==> config.mk <==
export PLATFORM = sky130hd
export DESIGN_NAME = alu_exec_unit_flat
export DESIGN_NICKNAME = d
export VERILOG_FILES = /design/src/rtl/alu_exec_if.sv /design/src/rtl/alu_exec_unit.sv /design/src/flat_wrapper.sv
export SDC_FILE = /design/constraint.sdc
export NUM_CORES = 1
export LEC_CHECK = 0
export CELL_PAD_IN_SITES_DETAIL_PLACEMENT = 0
export CELL_PAD_IN_SITES_GLOBAL_PLACEMENT = 2
export CORE_ASPECT_RATIO = 1.75
export CORE_MARGIN = 2
export CORE_UTILIZATION = 35
export DETAILED_ROUTE_END_ITERATION = 8
export PLACE_DENSITY = 0.87
export SLEW_MARGIN = 40
export SYNTH_ARGS = -nofsm -noshare
export SYNTH_HDL_FRONTEND = slang
export SYNTH_SLANG_ARGS = --single-unit
==> constraint.sdc <==
create_clock -name clk -period 10.4 [get_ports clk]
set_input_delay 1.56 -clock clk [delete_from_list [all_inputs] [get_ports clk]]
set_output_delay 1.56 -clock clk [all_outputs]
set_load 0.02 [all_outputs]
==> src/rtl/alu_exec_if.sv <==
// ---------------------------------------------------------------------------
// alu_exec_if
// Handshake and operand bus of the execute-stage ALU.
//   master : issue side (decode/issue drives operands and in_valid, the
//            writeback side drives out_ready and reads result/flags)
//   slave  : the alu_exec_unit itself
// Signals:
//   in_valid/in_ready      accept handshake
//   a_reg/a_wb/a_alu       operand A sources (regfile, wb forward, alu forward)
//   b_reg/b_wb/b_alu       operand B sources
//   imm                    sign-extended immediate
//   sel_a/sel_b            00 reg, 01 wb, 10 alu, 11 reg
//   alu_src                1: B operand = imm
//   alu_op                 4-bit opcode
//   out_valid/out_ready    result handshake
//   result                 registered result
//   negative/zero/carry/overflow/illegal  registered flags
//   busy                   multi-cycle op in progress
// ---------------------------------------------------------------------------
interface alu_exec_if #(
  parameter int WIDTH = 32
);
  logic             in_valid;
  logic             in_ready;
  logic [WIDTH-1:0] a_reg;
  logic [WIDTH-1:0] a_wb;
  logic [WIDTH-1:0] a_alu;
  logic [WIDTH-1:0] b_reg;
  logic [WIDTH-1:0] b_wb;
  logic [WIDTH-1:0] b_alu;
  logic [WIDTH-1:0] imm;
  logic [1:0]       sel_a;
  logic [1:0]       sel_b;
  logic             alu_src;
  logic [3:0]       alu_op;
  logic             out_valid;
  logic             out_ready;
  logic [WIDTH-1:0] result;
  logic             negative;
  logic             zero;
  logic             carry;
  logic             overflow;
  logic             illegal;
  logic             busy;

  modport master (
    output in_valid, a_reg, a_wb, a_alu, b_reg, b_wb, b_alu, imm,
           sel_a, sel_b, alu_src, alu_op, out_ready,
    input  in_ready, out_valid, result, negative, zero, carry, overflow,
           illegal, busy
  );

  modport slave (
    input  in_valid, a_reg, a_wb, a_alu, b_reg, b_wb, b_alu, imm,
           sel_a, sel_b, alu_src, alu_op, out_ready,
    output in_ready, out_valid, result, negative, zero, carry, overflow,
           illegal, busy
  );
endinterface

==> src/rtl/alu_exec_unit.sv <==
// ---------------------------------------------------------------------------
// alu_exec_unit
// Execute-stage ALU with operand forwarding, a registered result behind a
// valid/ready handshake, and an iterative shift-add multiplier. The
// restoring divider (DIVU/REMU) is only built when the macro DIVIDER_EN is
// defined; without it those opcodes are reported as illegal.
// Ports:
//   clk   rising-edge clock
//   rst   synchronous active-high reset
//   bus   alu_exec_if slave modport (operands, opcode, handshakes, result,
//         flags, illegal, busy)
// Parameters:
//   WIDTH datapath width (power of 2, >= 8)
//   SHW   shift-amount width, taken from B[SHW-1:0]
// ---------------------------------------------------------------------------
module alu_exec_unit #(
  parameter int WIDTH = 32,
  parameter int SHW   = $clog2(WIDTH)
) (
  input  logic      clk,
  input  logic      rst,
  alu_exec_if.slave bus
);
  localparam logic [3:0] OP_AND   = 4'b0000;
  localparam logic [3:0] OP_OR    = 4'b0001;
  localparam logic [3:0] OP_ADD   = 4'b0010;
  localparam logic [3:0] OP_XOR   = 4'b0011;
  localparam logic [3:0] OP_SLL   = 4'b0100;
  localparam logic [3:0] OP_SRL   = 4'b0101;
  localparam logic [3:0] OP_SUB   = 4'b0110;
  localparam logic [3:0] OP_SRA   = 4'b0111;
  localparam logic [3:0] OP_SLT   = 4'b1000;
  localparam logic [3:0] OP_SLTU  = 4'b1001;
  localparam logic [3:0] OP_MUL   = 4'b1010;
  localparam logic [3:0] OP_MULHU = 4'b1011;
  localparam logic [3:0] OP_DIVU  = 4'b1100;
  localparam logic [3:0] OP_REMU  = 4'b1101;

`ifdef DIVIDER_EN
  typedef enum logic [1:0] {S_IDLE, S_MUL, S_DIV} state_t;
`else
  typedef enum logic [1:0] {S_IDLE, S_MUL} state_t;
`endif

  function automatic logic add_ovf(input logic sa, input logic sb, input logic sr);
    return (sa == sb) && (sr != sa);
  endfunction

  function automatic logic sub_ovf(input logic sa, input logic sb, input logic sr);
    return (sa != sb) && (sr != sa);
  endfunction

  // Operand forwarding and immediate select
  logic [WIDTH-1:0] op_a, op_b_fwd, op_b;

  always_comb begin
    case (bus.sel_a)
      2'b01:   op_a = bus.a_wb;
      2'b10:   op_a = bus.a_alu;
      default: op_a = bus.a_reg;
    endcase
    case (bus.sel_b)
      2'b01:   op_b_fwd = bus.b_wb;
      2'b10:   op_b_fwd = bus.b_alu;
      default: op_b_fwd = bus.b_reg;
    endcase
    op_b = bus.alu_src ? bus.imm : op_b_fwd;
  end

  // Single-cycle datapath
  logic signed [WIDTH-1:0] a_s, b_s;
  logic [WIDTH:0]          add_w, sub_w;
  logic [SHW-1:0]          shamt;
  logic [WIDTH-1:0]        sc_res;
  logic                    sc_c, sc_v, sc_ill;

  assign a_s   = op_a;
  assign b_s   = op_b;
  assign shamt = op_b[SHW-1:0];
  assign add_w = {1'b0, op_a} + {1'b0, op_b};
  // A + ~B + 1: the carry-out is the no-borrow flag
  assign sub_w = {1'b0, op_a} + {1'b0, ~op_b} + {{WIDTH{1'b0}}, 1'b1};

  always_comb begin
    sc_res = '0;
    sc_c   = 1'b0;
    sc_v   = 1'b0;
    sc_ill = 1'b0;
    case (bus.alu_op)
      OP_AND:  sc_res = op_a & op_b;
      OP_OR:   sc_res = op_a | op_b;
      OP_XOR:  sc_res = op_a ^ op_b;
      OP_ADD: begin
        sc_res = add_w[WIDTH-1:0];
        sc_c   = add_w[WIDTH];
        sc_v   = add_ovf(op_a[WIDTH-1], op_b[WIDTH-1], add_w[WIDTH-1]);
      end
      OP_SUB: begin
        sc_res = sub_w[WIDTH-1:0];
        sc_c   = sub_w[WIDTH];
        sc_v   = sub_ovf(op_a[WIDTH-1], op_b[WIDTH-1], sub_w[WIDTH-1]);
      end
      OP_SLL:  sc_res = op_a << shamt;
      OP_SRL:  sc_res = op_a >> shamt;
      OP_SRA:  sc_res = a_s >>> shamt;
      OP_SLT:  sc_res = {{(WIDTH-1){1'b0}}, (a_s < b_s)};
      OP_SLTU: sc_res = {{(WIDTH-1){1'b0}}, (op_a < op_b)};
      default: sc_ill = 1'b1;
    endcase
  end

  // Multi-cycle decode and control
  logic is_mul, is_div, is_multi;
  assign is_mul = (bus.alu_op == OP_MUL) || (bus.alu_op == OP_MULHU);
`ifdef DIVIDER_EN
  assign is_div = (bus.alu_op == OP_DIVU) || (bus.alu_op == OP_REMU);
`else
  assign is_div = 1'b0;
`endif
  assign is_multi = is_mul || is_div;

  state_t           state_q, state_d;
  logic [SHW-1:0]   cnt_q, cnt_d;
  logic [WIDTH-1:0] acc_hi_q, acc_lo_q, opnd_q;
  logic             hi_sel_q;
  logic             out_valid_q, out_valid_d;
  logic             in_ready, busy, last, out_free, accept, start;
  logic             step_en, multi_done;

  assign out_free = !out_valid_q || bus.out_ready;
  // cnt_q counts completed iterations; the first one runs on the accept edge
  assign last     = (cnt_q == SHW'(WIDTH - 1));
  assign accept   = bus.in_valid && in_ready;
  assign start    = accept && is_multi;

  always_ff @(posedge clk) begin
    if (rst) state_q <= S_IDLE;
    else     state_q <= state_d;
  end

  always_comb begin
    state_d = state_q;
    case (state_q)
      S_IDLE: begin
        if (accept && is_mul) state_d = S_MUL;
`ifdef DIVIDER_EN
        if (accept && is_div) state_d = S_DIV;
`endif
      end
      default: if (last && out_free) state_d = S_IDLE;
    endcase
  end

  always_comb begin
    busy       = (state_q != S_IDLE);
    in_ready   = (state_q == S_IDLE) && out_free;
    step_en    = busy && !last;
    // The final iteration stalls here until the output register is free
    multi_done = busy && last && out_free;
  end

  always_comb begin
    cnt_d = cnt_q;
    if (start)           cnt_d = SHW'(1);
    else if (multi_done) cnt_d = '0;
    else if (step_en)    cnt_d = cnt_q + SHW'(1);
  end

  always_ff @(posedge clk) begin
    if (rst) cnt_q <= '0;
    else     cnt_q <= cnt_d;
  end

  // Iteration step. hi/lo form a 2*WIDTH shift register: product {hi,lo}
  // for multiply, {remainder,quotient} for divide. On the accept edge the
  // step runs on the freshly muxed operands instead of the registers.
  logic [WIDTH-1:0] src_hi, src_lo, src_opnd, nxt_hi, nxt_lo;
  logic [WIDTH:0]   mul_sum;

  always_comb begin
    src_hi   = start ? '0 : acc_hi_q;
    src_lo   = acc_lo_q;
    src_opnd = opnd_q;
    if (start) begin
      src_lo   = is_div ? op_a : op_b;
      src_opnd = is_div ? op_b : op_a;
    end
  end

  assign mul_sum = {1'b0, src_hi} + (src_lo[0] ? {1'b0, src_opnd} : {(WIDTH+1){1'b0}});

`ifdef DIVIDER_EN
  logic           div_q, div_mode, div_ge;
  logic [WIDTH:0] div_sh, div_diff;

  assign div_mode = start ? is_div : div_q;
  assign div_sh   = {src_hi, src_lo[WIDTH-1]};
  assign div_diff = div_sh - {1'b0, src_opnd};
  assign div_ge   = !div_diff[WIDTH];

  // A zero divisor always "fits", giving all-ones quotient and rem = dividend
  always_comb begin
    if (div_mode) begin
      nxt_hi = div_ge ? div_diff[WIDTH-1:0] : div_sh[WIDTH-1:0];
      nxt_lo = {src_lo[WIDTH-2:0], div_ge};
    end else begin
      nxt_hi = mul_sum[WIDTH:1];
      nxt_lo = {mul_sum[0], src_lo[WIDTH-1:1]};
    end
  end
`else
  assign nxt_hi = mul_sum[WIDTH:1];
  assign nxt_lo = {mul_sum[0], src_lo[WIDTH-1:1]};
`endif

  always_ff @(posedge clk) begin
    if (start || step_en) begin
      acc_hi_q <= nxt_hi;
      acc_lo_q <= nxt_lo;
    end
    if (start) begin
      opnd_q   <= src_opnd;
      hi_sel_q <= (bus.alu_op == OP_MULHU) || (bus.alu_op == OP_REMU);
`ifdef DIVIDER_EN
      div_q    <= is_div;
`endif
    end
  end

  // Output register
  logic [WIDTH-1:0] result_q, result_d, load_val;
  logic             neg_q, neg_d, zero_q, zero_d, carry_q, carry_d;
  logic             ovf_q, ovf_d, ill_q, ill_d;

  always_comb begin
    out_valid_d = out_valid_q;
    result_d    = result_q;
    neg_d       = neg_q;
    zero_d      = zero_q;
    carry_d     = carry_q;
    ovf_d       = ovf_q;
    ill_d       = ill_q;
    load_val    = hi_sel_q ? nxt_hi : nxt_lo;
    if (multi_done) begin
      out_valid_d = 1'b1;
      carry_d     = 1'b0;
      ovf_d       = 1'b0;
      ill_d       = 1'b0;
    end else if (accept && !is_multi) begin
      out_valid_d = 1'b1;
      load_val    = sc_res;
      carry_d     = sc_c;
      ovf_d       = sc_v;
      ill_d       = sc_ill;
    end else if (bus.out_ready) begin
      out_valid_d = 1'b0;
    end
    if (multi_done || (accept && !is_multi)) begin
      result_d = load_val;
      neg_d    = load_val[WIDTH-1];
      zero_d   = (load_val == '0);
    end
  end

  always_ff @(posedge clk) begin
    if (rst) begin
      out_valid_q <= 1'b0;
      result_q    <= '0;
      neg_q       <= 1'b0;
      zero_q      <= 1'b0;
      carry_q     <= 1'b0;
      ovf_q       <= 1'b0;
      ill_q       <= 1'b0;
    end else begin
      out_valid_q <= out_valid_d;
      result_q    <= result_d;
      neg_q       <= neg_d;
      zero_q      <= zero_d;
      carry_q     <= carry_d;
      ovf_q       <= ovf_d;
      ill_q       <= ill_d;
    end
  end

  assign bus.in_ready  = in_ready;
  assign bus.busy      = busy;
  assign bus.out_valid = out_valid_q;
  assign bus.result    = result_q;
  assign bus.negative  = neg_q;
  assign bus.zero      = zero_q;
  assign bus.carry     = carry_q;
  assign bus.overflow  = ovf_q;
  assign bus.illegal   = ill_q;
endmodule

==> src/flat_wrapper.sv <==
// flat-port wrapper written by rule: the top's interface ports become plain ports
module alu_exec_unit_flat 
#(
  parameter int WIDTH = 32,
  parameter int SHW   = $clog2(WIDTH)
)
  (clk, rst, bus_in_valid, bus_a_reg, bus_a_wb, bus_a_alu, bus_b_reg, bus_b_wb, bus_b_alu, bus_imm, bus_sel_a, bus_sel_b, bus_alu_src, bus_alu_op, bus_out_ready, bus_in_ready, bus_out_valid, bus_result, bus_negative, bus_zero, bus_carry, bus_overflow, bus_illegal, bus_busy);
  alu_exec_if #(.WIDTH(WIDTH)) bus_i ();
  input  logic clk;
  input  logic rst;
  input wire logic [$bits(bus_i.in_valid)-1:0] bus_in_valid;
  input wire logic [$bits(bus_i.a_reg)-1:0] bus_a_reg;
  input wire logic [$bits(bus_i.a_wb)-1:0] bus_a_wb;
  input wire logic [$bits(bus_i.a_alu)-1:0] bus_a_alu;
  input wire logic [$bits(bus_i.b_reg)-1:0] bus_b_reg;
  input wire logic [$bits(bus_i.b_wb)-1:0] bus_b_wb;
  input wire logic [$bits(bus_i.b_alu)-1:0] bus_b_alu;
  input wire logic [$bits(bus_i.imm)-1:0] bus_imm;
  input wire logic [$bits(bus_i.sel_a)-1:0] bus_sel_a;
  input wire logic [$bits(bus_i.sel_b)-1:0] bus_sel_b;
  input wire logic [$bits(bus_i.alu_src)-1:0] bus_alu_src;
  input wire logic [$bits(bus_i.alu_op)-1:0] bus_alu_op;
  input wire logic [$bits(bus_i.out_ready)-1:0] bus_out_ready;
  output wire logic [$bits(bus_i.in_ready)-1:0] bus_in_ready;
  output wire logic [$bits(bus_i.out_valid)-1:0] bus_out_valid;
  output wire logic [$bits(bus_i.result)-1:0] bus_result;
  output wire logic [$bits(bus_i.negative)-1:0] bus_negative;
  output wire logic [$bits(bus_i.zero)-1:0] bus_zero;
  output wire logic [$bits(bus_i.carry)-1:0] bus_carry;
  output wire logic [$bits(bus_i.overflow)-1:0] bus_overflow;
  output wire logic [$bits(bus_i.illegal)-1:0] bus_illegal;
  output wire logic [$bits(bus_i.busy)-1:0] bus_busy;
  assign bus_i.in_valid = bus_in_valid;
  assign bus_i.a_reg = bus_a_reg;
  assign bus_i.a_wb = bus_a_wb;
  assign bus_i.a_alu = bus_a_alu;
  assign bus_i.b_reg = bus_b_reg;
  assign bus_i.b_wb = bus_b_wb;
  assign bus_i.b_alu = bus_b_alu;
  assign bus_i.imm = bus_imm;
  assign bus_i.sel_a = bus_sel_a;
  assign bus_i.sel_b = bus_sel_b;
  assign bus_i.alu_src = bus_alu_src;
  assign bus_i.alu_op = bus_alu_op;
  assign bus_i.out_ready = bus_out_ready;
  assign bus_in_ready = bus_i.in_ready;
  assign bus_out_valid = bus_i.out_valid;
  assign bus_result = bus_i.result;
  assign bus_negative = bus_i.negative;
  assign bus_zero = bus_i.zero;
  assign bus_carry = bus_i.carry;
  assign bus_overflow = bus_i.overflow;
  assign bus_illegal = bus_i.illegal;
  assign bus_busy = bus_i.busy;
  alu_exec_unit #(.WIDTH(WIDTH), .SHW(SHW)) u_core (.clk(clk), .rst(rst), .bus(bus_i));
endmodule
* Word level (Yosys, flattened, before mapping) *
Cells that the tools add are included.

operators by class
  equal/unequal tests = 22
  bitwise operators = 4
  reduce and logical (&&, ||, !) cells = 29
  shift operators = 3
  muxes and demuxes = 23
  add/subtract/negate cells = 5
  magnitude comparators = 2

operator list
  kind                                                                   number
  32-bit one-hot mux with 10 select lines                                1
  32-bit 2-to-1 mux                                                      8
  32-bit one-hot mux with 2 select lines                                 2
  32-bit by 32-bit adder with 33-bit output                              2
  32-bit less-than comparator                                            2
  32-bit by 33-bit adder with 33-bit output                              1
  33-bit by 1-bit adder with 33-bit output, second input constant        1
  32-bit bitwise AND                                                     1
  32-bit logical NOT                                                     1
  32-bit NOT                                                             1
  32-bit bitwise OR                                                      1
  32-bit by 5-bit left shift with 32-bit output                          1
  32-bit by 5-bit >> shifter with 32-bit output                          1
  32-bit by 5-bit >>> shifter with 32-bit output                         1
  32-bit XOR                                                             1
  4-bit equality test, second input constant                             5
  4-bit by 3-bit equality test with 1-bit output, second input constant  4
  1-bit logical AND                                                      10
  10-bit OR reduction                                                    1
  4-bit by 2-bit equality test with 1-bit output, second input constant  2
  1-bit 2-to-1 mux                                                       7
  2-bit 2-to-1 mux                                                       3
  3-bit nonzero test                                                     2
  5-bit by 1-bit adder with 5-bit output, second input constant          1
  16 further kinds                                                       28

storage, ports and cells
  flip-flop bits (word level) = 142
  input port bits = 237
  logic and storage cells = 102
  output and inout port bits = 40

* Longest topological paths before layout *
  depth after elaboration = 12
  gate-level depth with buffers = 27

* Worst setup path before layout *
OpenSTA, ideal clock, no wires.

  kind = input port to flip-flop
  start = input port bus_sel_b[0]
  end = register u_core.zero_q, in the netlist u_core.bus.zero
  stages on the path = 26
  arrival = 6.832 ns
  setup slack = 3.473 ns
  required time = 10.304 ns
  cells stage by stage = inv_1 ha_1 nor3b_1 a221oi_4 inv_4 buf_2 buf_4 buf_2 nor2_1 a21oi_1 clkbuf_1 nor2b_1 ha_1 clkbuf_1 a21oi_1 o21ai_0 a211oi_1 a31oi_1 a211o_1 o21ai_1 a21boi_0 or3_1 a31oi_1 o22ai_1 or3_1 o41ai_2

on the way
  longest elaborated chain between the ends = 10
  elaborated cells between the ends (all ways) = 24
  classes of those cells = add/sub (4); order compare (2); eq/ne (2); shift (3); mux (8); bitwise (4); reduce/logical (1)

RTL lines
  item                                                                                                   line                                       text
  start, declared                                                                                        flat_wrapper.sv:20                         input wire logic [$bits(bus_i.sel_b)-1:0] bus_sel_b;
  2-bit equality test or 2-bit by 1-bit equality test with 1-bit output (tied branches)                  alu_exec_unit.sv:62                        case (bus.sel_b)
  32-bit one-hot mux with 2 select lines (*)                                                             alu_exec_unit.sv:62
  32-bit 2-to-1 mux (*)                                                                                  alu_exec_unit.sv:67                        op_b = bus.alu_src ? bus.imm : op_b_fwd;
  32-bit NOT or 32-bit 2-to-1 mux (tied branches)                                                        alu_exec_unit.sv:82, alu_exec_unit.sv:184
  32-bit by 32-bit adder with 33-bit output or 32-bit 2-to-1 mux (tied branches)                         alu_exec_unit.sv:82, alu_exec_unit.sv:190
  33-bit by 1-bit adder with 33-bit output or 32-bit by 33-bit adder with 33-bit output (tied branches)  alu_exec_unit.sv:82, alu_exec_unit.sv:190
  32-bit one-hot mux with 10 select lines or 32-bit 2-to-1 mux (tied branches)                           alu_exec_unit.sv:89, alu_exec_unit.sv:243
  32-bit 2-to-1 mux                                                                                      alu_exec_unit.sv:249                       end else if (accept && !is_multi) begin
  32-bit 2-to-1 mux (*)                                                                                  alu_exec_unit.sv:244                       if (multi_done) begin
  32-bit logical NOT (*)                                                                                 alu_exec_unit.sv:261                       zero_d = (load_val == '0);
  end signal, assigned                                                                                   alu_exec_unit.sv:278                       zero_q <= zero_d;
  end, declared                                                                                          alu_exec_unit.sv:232                       logic neg_q, neg_d, zero_q, zero_d, carry_q, carry_d;

Mark *: on every way between the ends. The rest lies on a longest branch, timed or not.
A chain may end at the register's enable or synchronous reset.

* Final worst setup path *
Ends and elaborated chain as after synthesis.

==> out/metrics.yaml <==
h-tree-depth: 4
dr.pass1.iters: 6
ys.flop_type: "edfxtp_1"
drc: 0
clock-sinks: 140
synth_top_family_by_area: "compound AO/OA/AOI/OAI gates"
io_buffers: 276
synth_cell_types: 84
ant_nets: 0
area_delta_synth_final_pct: 22.42
grt_use_met2: 0.6240
fin_crit_ps: 8229
startpoint: "bus_sel_b[0]"
tritoncts: "built"
cts_resized: 0
yosysMostFrequentCell: "nand2_1"
drtIter0Drc: 2386
ys_top_cells_by_area: "edfxtp_1 (16%), ha_1 (9.4%), mux2i_1 (6.5%)"
cp-start-kind: "primary input"
fp.dieW_microns: 178.4
pin_count: 277
rsz0062_at_grt: "no"
clkTransAtPathRegs_ps: 70
drive_gt1_frac: 0.06893
dp_slack_ps: 1803
synth_compound_area_frac: 0.3342
grtUsageTotal: 0.3725
hp-class: "reg -> reg"
core_region_area_sq_mm: 0.05250
grt_first_pass_wirelength_microns: 148400
avgSynthCellArea_sq_um: 7.407
synth_top_area_frac: 0.1564
finalSetupViolCount: 0
timing.final.crit_share: 0.7913
cts_buffers: 17
hold_viol: 0
clockBufferDepth: 2
ys_seq_area_frac: 0.2027
slew_headroom: 0.3555
synth_area_sq_mm: 0.01862
r2r_cells: 22
nNetsFinal: 3080
clock-root-buffer: "clkbuf_16"
critical_path.max_fanout: 45
regToRegEndpoint: "u_core.bus.zero"
yosys_warnings: 0
worst-r2r-setup-slack_ps: 4350
via_count: 22170
dieHeight_microns: 309.1
die_area_sq_mm: 0.05513
synth_top_area_cell: "edfxtp_1"
synth_common_cells: "nand2_1 (241), nor2_1 (230), a21oi_1 (195)"
wl_per_cell_microns: 30.68
fill_cells: 5426
fin_setup_tns_ps: 0
synth_seq_cells: 140
grt.met1_usage: 0.4042
critPathRequiredTime_ps: 10750
synth_mux_area_frac: 0.07049
antenna_found_initial: 8
setup_ws_ps: 2171
vias_per_cell: 6.529
tightest_slew_ps: 963.2
grtUsageMet3: 0.07522
postSynthCellCount: 2514
powerDensity_mw_per_mm2: 132.2
maxSlewViolCount: 0
gr-total-overflow: 0
synth_nets: 2894
fin_skew_ps: 18.03
grt_max_degree: 81
synth_edf_count: 97
start_util: 0.3547
placed_area_sq_mm: 0.02211
drv_cap: 0
grt.busiest_layer: "met2"
final_area_sq_mm: 0.02279
num_rows: 111
reg2reg_from: "u_core.bus.out_valid"
clk_latency_ps: 440
hold_buffers: 0
synth_xor_area_frac: 0.02352
status: "finished clean"
endpoint: "u_core.bus.zero"
async_flop_share: 0
endpoint_kind: "flop"
finalWirelength_microns: 104200
leakagePower_nw: 8.924
ir_drop_v: 0.0001148
synth_simple_gate_area_frac: 0.2054
dpl.hpwl_microns: 80890
arrival_ps: 8570
fmax_ghz: 0.1215
criticalPathCategory: "in -> reg"
gp_congestion: 1.112
post-cts-setup-buffer-count: 0
yosys.area_share.adder: 0.09730
grt_pass1_vias: 21720
worst max-delay path: stages:
cell and delay, ps:
clkdlybuf4s50_1 480, inv_1 50, ha_1 790, nor3b_1 420, a221oi_4 100, inv_4 540, nor2_1 120, a21oi_2 130
buf_4 360, nor2b_1 100, ha_1 360, o211ai_1 150, o211ai_1 360, nand3_1 270, a31oi_1 530, mux2i_1 170
a211oi_1 590, o311ai_0 370, o21ai_0 300, nand2_1 100, nor4_1 290, nand4b_1 150, o41ai_2 200
layer usage:
| metal | vias up | wire, microns |
|---|---|---|
| li1 | 9817 | - |
| met1 | 10550 | 36700 |
| met2 | 1369 | 49350 |
| met3 | 419 | 7651 |
| met4 | 6 | 10430 |
| met5 | - | 38 |
stage by stage:
step / std cells / hold slack (ps) / util / total power [mW]
after floorplan: 2514 / 467.2 / - / 1.641
after global placement: 3350 / 443.0 / 0.4195 / 2.323
after detailed placement: 3356 / 445.2 / 0.4212 / 2.328
after CTS: 3388 / 456.7 / 0.4322 / 2.939
after global routing: 3392 / 470.8 / 0.4341 / 3.121
final: 3395 / 458.3 / 0.4342 / 3.013
final cells by class:
type                            instances  area (sq um)  area share
Multi-Input combinational cell       2064         13750      0.6032
Sequential cell                       140          3774      0.1656
Timing Repair Buffer                  359          3391      0.1488
Tap cell                              678         848.3     0.03722
Clock buffer                           19         454.2     0.01993
Inverter                              118         445.4     0.01954
Clock inverter                         13         121.4    0.005324
Antenna cell                            4         10.01   0.0004391
placed cells by master, fill, tap and decap left out, types with 53 or more instances in the layout:
cell	netlist	layout
inv_1	115	114
buf_4	6	77
a21oi_1	195	192
nor3_1	83	78
nor2_1	230	227
ha_1	140	138
a211oi_1	53	53
o22ai_1	53	53
mux2i_1	121	120
o21ai_0	185	179
edfxtp_1	97	97
nand2_1	241	240
nor2b_1	68	68
clkdlybuf4s50_1	0	274
flip-flops by register name, summed over array words and instances, names as in the netlist, 5 cells and up:
signal / count
u_core.opnd_q: 32
u_core.acc_lo_q: 32
u_core.cnt_q: 5
u_core.acc_hi_q: 32
u_core.bus.result: 31
worst min-delay path by stage:
stage,start,endpoint,slack (ps),cells past startpoint
3_5_place_dp,u_core.bus.result[2],u_core.bus.result[2],450,2
4_1_cts,u_core.bus.result[2],u_core.bus.result[2],460,2
6_report,u_core.bus.result[3],u_core.bus.result[3],460,2
3_3_place_gp,u_core.bus.result[21],u_core.bus.result[21],440,2
5_1_grt,u_core.bus.result[3],u_core.bus.result[3],470,2
2_1_floorplan,u_core.cnt_q[4],u_core.cnt_q[4],470,2
where the power goes:
part	leakage (nW)	internal (mW)	switching, mW
combinational	7.40	0.579	1.18
clock	0.286	0.330	0.279
sequential	1.24	0.629	0.0155
kinds of logic after synthesis:
kind of cell	count (synthesis)
muxes	130
DFF	140
buffers and inverters	310
xor gates and xnor gates	50
AOI/OAI and AO/OA	926
adders and majority gates	143
and+or+nand+nor	815
(Power assumes the default switching activity.)
